File: src/rtl/sram_like_arbiter_pkg.sv
// Shared bus definitions for the SRAM-like arbiter: default widths, channel indices, size codes.
package sram_like_arbiter_pkg;

    localparam int BUS_AW = 32;
    localparam int BUS_DW = 32;

    localparam int CH_DATA = 0;
    localparam int CH_INST = 1;

    typedef enum logic [1:0] {
        SZ_BYTE = 2'd0,
        SZ_HALF = 2'd1,
        SZ_WORD = 2'd2
    } size_e;

    function automatic int wrap_inc(input int v, input int n);
        return (v + 1 >= n) ? 0 : v + 1;
    endfunction

endpackage

File: src/rtl/sram_id_fifo.sv
// In-order FIFO of channel IDs for outstanding SRAM-like transactions.
module sram_id_fifo #(
    parameter int DEPTH = 4,
    parameter int W     = 1
) (
    input  logic                     clk,
    input  logic                     reset,
    input  logic                     push,
    input  logic                     pop,
    input  logic [W-1:0]             din,
    output logic [W-1:0]             dout,
    output logic                     full,
    output logic                     empty,
    output logic [$clog2(DEPTH):0]   count
);
    localparam int PW = $clog2(DEPTH);

    logic [W-1:0]  mem [DEPTH];
    logic [PW-1:0] wr_ptr;
    logic [PW-1:0] rd_ptr;

    // NOTE: storage has no reset; only the pointers and count define validity.
    always_ff @(posedge clk) begin
        if (push) mem[wr_ptr] <= din;
    end

    always_ff @(posedge clk) begin
        if (reset) begin
            wr_ptr <= '0;
            rd_ptr <= '0;
            count  <= '0;
        end else begin
            if (push) wr_ptr <= wr_ptr + PW'(1);
            if (pop)  rd_ptr <= rd_ptr + PW'(1);
            case ({push, pop})
                2'b10:   count <= count + (PW+1)'(1);
                2'b01:   count <= count - (PW+1)'(1);
                default: count <= count;
            endcase
        end
    end

    assign dout  = mem[rd_ptr];
    assign full  = (count == (PW+1)'(DEPTH));
    assign empty = (count == '0);

endmodule

File: src/rtl/sram_like_arbiter.sv
// N-channel SRAM-like bus arbiter with in-order response routing.
// Define ARB_RR_EN for round-robin arbitration; default is fixed priority (channel 0 highest).
module sram_like_arbiter
    import sram_like_arbiter_pkg::*;
#(
    parameter int NCH   = 2,
    parameter int AW    = BUS_AW,
    parameter int DW    = BUS_DW,
    parameter int DEPTH = 4
) (
    input  logic                  clk,
    input  logic                  reset,
    input  logic [NCH-1:0]        m_req,
    input  logic [NCH-1:0]        m_wr,
    input  logic [2*NCH-1:0]      m_size,
    input  logic [NCH*DW/8-1:0]   m_wstrb,
    input  logic [NCH*AW-1:0]     m_addr,
    input  logic [NCH*DW-1:0]     m_wdata,
    output logic [NCH-1:0]        m_addr_ok,
    output logic [NCH-1:0]        m_data_ok,
    output logic [DW-1:0]         m_rdata,
    output logic                  s_req,
    output logic                  s_wr,
    output logic [1:0]            s_size,
    output logic [DW/8-1:0]       s_wstrb,
    output logic [AW-1:0]         s_addr,
    output logic [DW-1:0]         s_wdata,
    input  logic                  s_addr_ok,
    input  logic                  s_data_ok,
    input  logic [DW-1:0]         s_rdata,
    output logic                  busy,
    output logic                  err
);
    localparam int CW = $clog2(NCH);
    localparam int SW = DW / 8;
    localparam int QW = $clog2(DEPTH) + 1;

    logic [CW-1:0] grant;
    logic [CW-1:0] arb_grant;
    logic [CW-1:0] lock_ch;
    logic [CW-1:0] head;
    logic          lock_valid;
    logic          fifo_full;
    logic          fifo_empty;
    logic [QW-1:0] fifo_count;
    logic          handshake;
    logic          pop;

`ifdef ARB_RR_EN
    logic [CW-1:0] rr_ptr;
    logic          found;
    int            idx;

    always_ff @(posedge clk) begin
        if (reset)          rr_ptr <= '0;
        else if (handshake) rr_ptr <= CW'(wrap_inc(int'(grant), NCH));
    end

    // NOTE: every always_comb output gets a default first so no latch is inferred.
    always_comb begin
        arb_grant = '0;
        found     = 1'b0;
        idx       = 0;
        for (int k = 0; k < NCH; k++) begin
            idx = (int'(rr_ptr) + k) % NCH;
            if (!found && m_req[idx]) begin
                found     = 1'b1;
                arb_grant = CW'(idx);
            end
        end
    end
`else
    always_comb begin
        arb_grant = '0;
        for (int i = NCH - 1; i >= 0; i--) begin
            if (m_req[i]) arb_grant = CW'(i);
        end
    end
`endif

    // A stalled request keeps its channel so the slave sees stable fields.
    assign grant     = (lock_valid && m_req[lock_ch]) ? lock_ch : arb_grant;
    assign s_req     = (|m_req) & ~fifo_full & ~reset;
    assign handshake = s_req & s_addr_ok;
    assign pop       = s_data_ok & ~fifo_empty & ~reset;

    always_ff @(posedge clk) begin
        if (reset) begin
            lock_valid <= 1'b0;
            lock_ch    <= '0;
        end else begin
            lock_valid <= s_req & ~s_addr_ok;
            lock_ch    <= grant;
        end
    end

    always_comb begin
        s_wr    = m_wr[grant];
        s_size  = m_size[2*int'(grant) +: 2];
        s_wstrb = m_wstrb[int'(grant)*SW +: SW];
        s_addr  = m_addr[int'(grant)*AW +: AW];
        s_wdata = m_wdata[int'(grant)*DW +: DW];
    end

    always_comb begin
        m_addr_ok = '0;
        m_data_ok = '0;
        if (handshake) m_addr_ok[grant] = 1'b1;
        if (pop)       m_data_ok[head]  = 1'b1;
    end

    assign m_rdata = s_rdata;
    assign busy    = (fifo_count != '0) & ~reset;

    always_ff @(posedge clk) begin
        if (reset)                        err <= 1'b0;
        else if (s_data_ok && fifo_empty) err <= 1'b1;
    end

    sram_id_fifo #(
        .DEPTH (DEPTH),
        .W     (CW)
    ) u_id_fifo (
        .clk   (clk),
        .reset (reset),
        .push  (handshake),
        .pop   (pop),
        .din   (grant),
        .dout  (head),
        .full  (fifo_full),
        .empty (fifo_empty),
        .count (fifo_count)
    );

endmodule

File: config.mk
export PLATFORM = sky130hd
export DESIGN_NAME = sram_like_arbiter
export DESIGN_NICKNAME = d
export VERILOG_FILES = /design/src/rtl/sram_like_arbiter_pkg.sv /design/src/rtl/sram_id_fifo.sv /design/src/rtl/sram_like_arbiter.sv
export SDC_FILE = /design/constraint.sdc
export NUM_CORES = 1
export LEC_CHECK = 0
export BUFFER_PORTS_ARGS = -buffer_cell sky130_fd_sc_hd__buf_2
export CORE_AREA = 2 2 114 116
export DETAILED_ROUTE_END_ITERATION = 7
export DIE_AREA = 0 0 116 118
export PLACE_DENSITY = 0.51
export SKIP_CTS_REPAIR_TIMING = 1
export SYNTH_ARGS = -nofsm -noshare
export SYNTH_HDL_FRONTEND = slang
export SYNTH_SLANG_ARGS = --single-unit
File: constraint.sdc
create_clock -name clk -period 3.1 [get_ports clk]
set_clock_uncertainty 0.15 [all_clocks]
set_input_delay 0.465 -clock clk [delete_from_list [all_inputs] [get_ports clk]]
set_output_delay 0.465 -clock clk [all_outputs]
set_load 0.02 [all_outputs]
# Yosys cells after proc, flatten, opt, wreduce, memory -nomap -nowiden
# Memory sizes are Yosys's and may differ from the RTL's. A register that Yosys moved wholly into a read port is not among the register bits.
# Cells that the tools add are included.
# totals
wordCells	60
output_inout_bits	110
ff_bits	10
ramBits	4
n_memories	1
# op_classes
shifts	4
add_sub_neg	4
mux	18
reduce_logical	8
eq_ne	3
order_cmp	5
bitwise	11
# memory_table
memory	words	width	read_ports	rd_ports_with_merged_regs	wr	line	source
u_id_fifo.mem	4	1	1	1	1	sram_id_fifo.sv:18	logic [W-1:0] mem [DEPTH];
# ops
cell	n
64-bit by 7-bit indexed part select with 32-bit output	2
1-bit 2-to-1 mux	11
2-bit 2-to-1 mux	4
8-bit by 4-bit indexed part select with 4-bit output	1
1-bit AND	7
1-bit by 2-bit < comparator with 1-bit output (second input constant)	3
3-bit case mux with 2 select lines	1
2-bit by 1-bit adder with 2-bit output (second input constant)	2
1-bit logical AND	4
1-bit NOT	4
4-bit by 3-bit indexed part select with 2-bit output	1
3-bit by 1-bit adder with 3-bit output (second input constant)	1
3-bit == test (second input constant)	1
3-bit zero test	1
3-bit nonzero test	1
3-bit by 1-bit subtractor with 3-bit output (second input constant)	1
1-bit demux with 1-bit select	2
2-bit by 1-bit == test with 1-bit output (second input constant)	1
2-bit == test (second input constant)	1
1-bit greater-or-equal comparator (second input constant)	2
2-bit nonzero test	1
2-bit OR reduction	1

# Longest topological paths before layout
# logic_depth
ltp_word	9
mapped_depth	9

# Cells and area by module
# A second synthesis with hierarchy kept.
# unflattened
hier_cells	354
area_unflattened_um2	2922.8
# by_module_without_submodules
module	n_inst	cells_each	area_per_inst_um2
sram_like_arbiter	1	302	2346.0
sram_id_fifo	1	52	576.8

# Worst setup path before layout
# OpenSTA, ideal clock, no wires.
# synth_path
path_kind	register -> register
startpoint	reg u_id_fifo.count[2]
endpoint	reg u_id_fifo.count[2]
setup_ps	71
required_ps	2879
t_arrival_ps	2257
path_buffers	0
setup_slack_ps	623
path_stages_with_launch	10
cell_sequence	dfxtp_1 -> or3b_4 -> and3_4 -> inv_4 -> ha_1 -> inv_1 -> fa_1 -> xor2_1 -> or3_2 -> a21oi_1
# synth_via
elab_chain_len	7
elab_cells_between_ends	15
# synth_rtl
item	line	source
from (decl)	sram_id_fifo.sv:14	output logic [$clog2(DEPTH):0] count
from (signal assigned)	sram_id_fifo.sv:36	2'b10: count <= count + (PW+1)'(1);
from (signal assigned)	sram_id_fifo.sv:37	2'b01: count <= count - (PW+1)'(1);
from (signal assigned)	sram_id_fifo.sv:38	default: count <= count;
3-bit == test	sram_id_fifo.sv:44	assign full = (count == (PW+1)'(DEPTH));
1-bit NOT	sram_like_arbiter.sv:83	assign s_req = (|m_req) & ~fifo_full & ~reset;
1-bit AND (2 in series)	sram_like_arbiter.sv:83	
1-bit AND	sram_like_arbiter.sv:84	assign handshake = s_req & s_addr_ok;
2-bit by 1-bit == test with 1-bit output or 2-bit == test (tied branches)	sram_id_fifo.sv:35	case ({push, pop})
3-bit case mux with 2 select lines or 2-bit nonzero test (tied branches)	n/a	
# Parallel ways exist; a longest one is shown, timed or not.
# A chain may end at the register's enable or synchronous reset.

# Worst setup path after layout
# Same ends and word-level chain as after synthesis.

==> qor.yml <==
synth-simple-area-share_pct: 7.009
regArea_um2: 360.3
synth_fp_nets: 369
hold_class: "flip-flop to flip-flop"
grt_overflow: 0
dpl_cell_area_mm2: 0.003223
r2r_slack_ns: 0.49
critical_path_class: "flip-flop to flip-flop"
ant_nets: 0
start_util_pct: 17.25
ioPinCount: 290
cap_violations: 0
synth_seq_cells: 16
finalCritPeriodShare_pct: 84.16
dieArea_mm2: 0.01369
die_w_um: 116
status: "finished clean"
rsz0062_at_grt: "no"
crit_path_start: "u_id_fifo.count[2]"
grt_pass1_wl_um: 10050
crit_required_ns: 3.13
diodes: 0
muxShareOfSynthArea_pct: 50.76
hold_violations: 0
whs_ns: 0.3208
peakVddDrop_mv: 0.4203
die_h_um: 118
min_to: "err"
root_buffer: "clkbuf_16"
ys_warn_count: 0
synth-compound-area-share_pct: 3.213
dp.cells: 545
synthAdderAreaFrac_pct: 3.855
drt-wirelength-per-cell_um: 13.55
hold_start: "err"
synth-edff-count: 4
postSynth.asyncResetShare_pct: 0
drt_wl_total_um: 7439
multi_input_area_mm2: 0.001424
grt_pass1_vias: 2002
htreeDepth: 1
critPathMaxFanout: 6
ys_dominant_reg_cell: "dfxtp_1"
synth_xor_area_share_pct: 1.636
stdcell_count: 549
dp_hpwl_um: 6505
syn_area_mm2: 0.002142
seq_area_frac_synth_pct: 16.82
route.detailed.drc: 0
period_needed_ns: 2.609
syn_avg_cell_area_um2: 11.71
setup_viol: 0
coreArea_mm2: 0.01241
clock_sinks: 16
final_max_slew_viol_count: 0
drive_above_1_share_pct: 83.82
finish.net_count: 564
synthCells: 183
place_congestion: 0.7655
clk_path_buf_depth: 2
cts.clk_slew.worst_paths_ns: 0.05
fill_cells: 1353
cp-start-kind: "flip-flop"
grtUsageTotal_pct: 9.269
avgViaCountPerCell: 3.765
clk_latency_ns: 0.24
port_buffers: 225
crit_path_end_kind: "flip-flop"
r2r_end: "u_id_fifo.count[2]"
synth_top_family_by_area: "multiplexers"
drt_iter0_markers: 42
powerDensity_mw_per_mm2: 301.8
cp_data_arrival_time_ns: 2.64
grt_antenna_before_repair: 0
grt_max_degree: 24
drtPass1Iterations: 3
reg2reg_depth: 9
fin_area_mm2: 0.003302
syn_to_final_growth_pct: 54.15
netlist-cell-type-count: 32
setup_tns_ns: 0
max_slew_margin_pct: 66.46
whs_path_depth: 2
worstMarginPinSlew_ns: 0.4988
fmax_ghz: 0.3833
timing.rr.start: "u_id_fifo.count[2]"
vias: 2067
leakagePower_nw: 1.795
cts_tree: "done"
cts_buffers: 3
rows: 41
## layer usage
| layer | part of all wire (%) | track usage (%) |
|---|---|---|
| met2 | 48 | 16.34 |
| met3 | 12 | 3.862 |
| met1 | 39 | 10.45 |
| met4 | 1.3 | 1.637 |
| met5 | 0 | 0 |
## critical path, cell delays in order, from the launching register on
cell and delay [ns]:
dfxtp_1 0.40, or3b_4 0.42, and3_4 0.21, inv_4 0.07, ha_1 0.18, inv_1 0.06, fa_1 0.37, xor2_1 0.16
or3_2 0.40, a21oi_1 0.14
## metrics by stage
step	utilization (%)	power, mW	setup slack [ns]
4_1_cts	26.60	1.010	0.4848
5_1_grt	26.60	1.050	0.3513
6_report	26.60	0.9964	0.4911
2_1_floorplan	-	0.6203	0.6227
3_5_place_dp	25.96	0.7573	0.5057
3_3_place_gp	25.96	0.7528	0.5178
## worst max-delay path by stage
stage / slack (ns) / end
global placement: 0.52 / u_id_fifo.count[2]
detailed placement: 0.51 / u_id_fifo.count[2]
CTS: 0.48 / u_id_fifo.count[2]
floorplan: 0.62 / u_id_fifo.count[2]
finish: 0.49 / u_id_fifo.count[2]
global route: 0.35 / u_id_fifo.count[2]
## area by class of cell
type | instances | area share (%)
timing repair buffer | 230 | 36.00
clock inverter | 1 | 0.1137
clock buffer | 3 | 2.274
sequential | 16 | 10.91
inverter | 8 | 1.061
multi-input combinational | 119 | 43.12
tap | 172 | 6.518
## cells in the mapped netlist (2+ instances only)
library cell | n | area [um^2]
ha_1 | 5 | 62.56
nor2_1 | 12 | 45.04
inv_1 | 6 | 22.52
mux2_2 | 3 | 33.78
nor3_1 | 2 | 10.01
and2_1 | 5 | 31.28
a21oi_1 | 3 | 15.01
xor2_1 | 4 | 35.03
inv_4 | 2 | 12.51
buf_6 | 7 | 78.83
edfxtp_1 | 4 | 120.1
mux2_4 | 68 | 1021
dfxtp_1 | 12 | 240.2
buf_4 | 32 | 240.2
## placed cells by master (no fill, tap or decap), types with 2 or more instances in the layout
master,synthesis,layout
buf_2,0,225
mux2_4,68,68
nor2_1,12,12
dfxtp_1,12,12
inv_1,6,6
and2_1,5,5
ha_1,5,5
xor2_1,4,4
edfxtp_1,4,4
mux2_2,3,3
a21oi_1,3,3
clkbuf_16,0,3
buf_4,32,3
inv_4,2,2
nor3_1,2,2
buf_12,0,2
## report_power, final
part	switching, mW	internal, mW
clock network	0.0779	0.171
logic	0.246	0.260
registers	0.0124	0.229
## kinds of logic (layout without fill, tap and decap cells)
group | after synthesis | after routing
mux | 73 | 73
buf+inv | 48 | 242
simple gates | 27 | 27
flops | 16 | 16
compound gates | 9 | 9
fa+ha+maj | 6 | 6
xor+xnor | 4 | 4
Power figures use the tool's default switching activity.
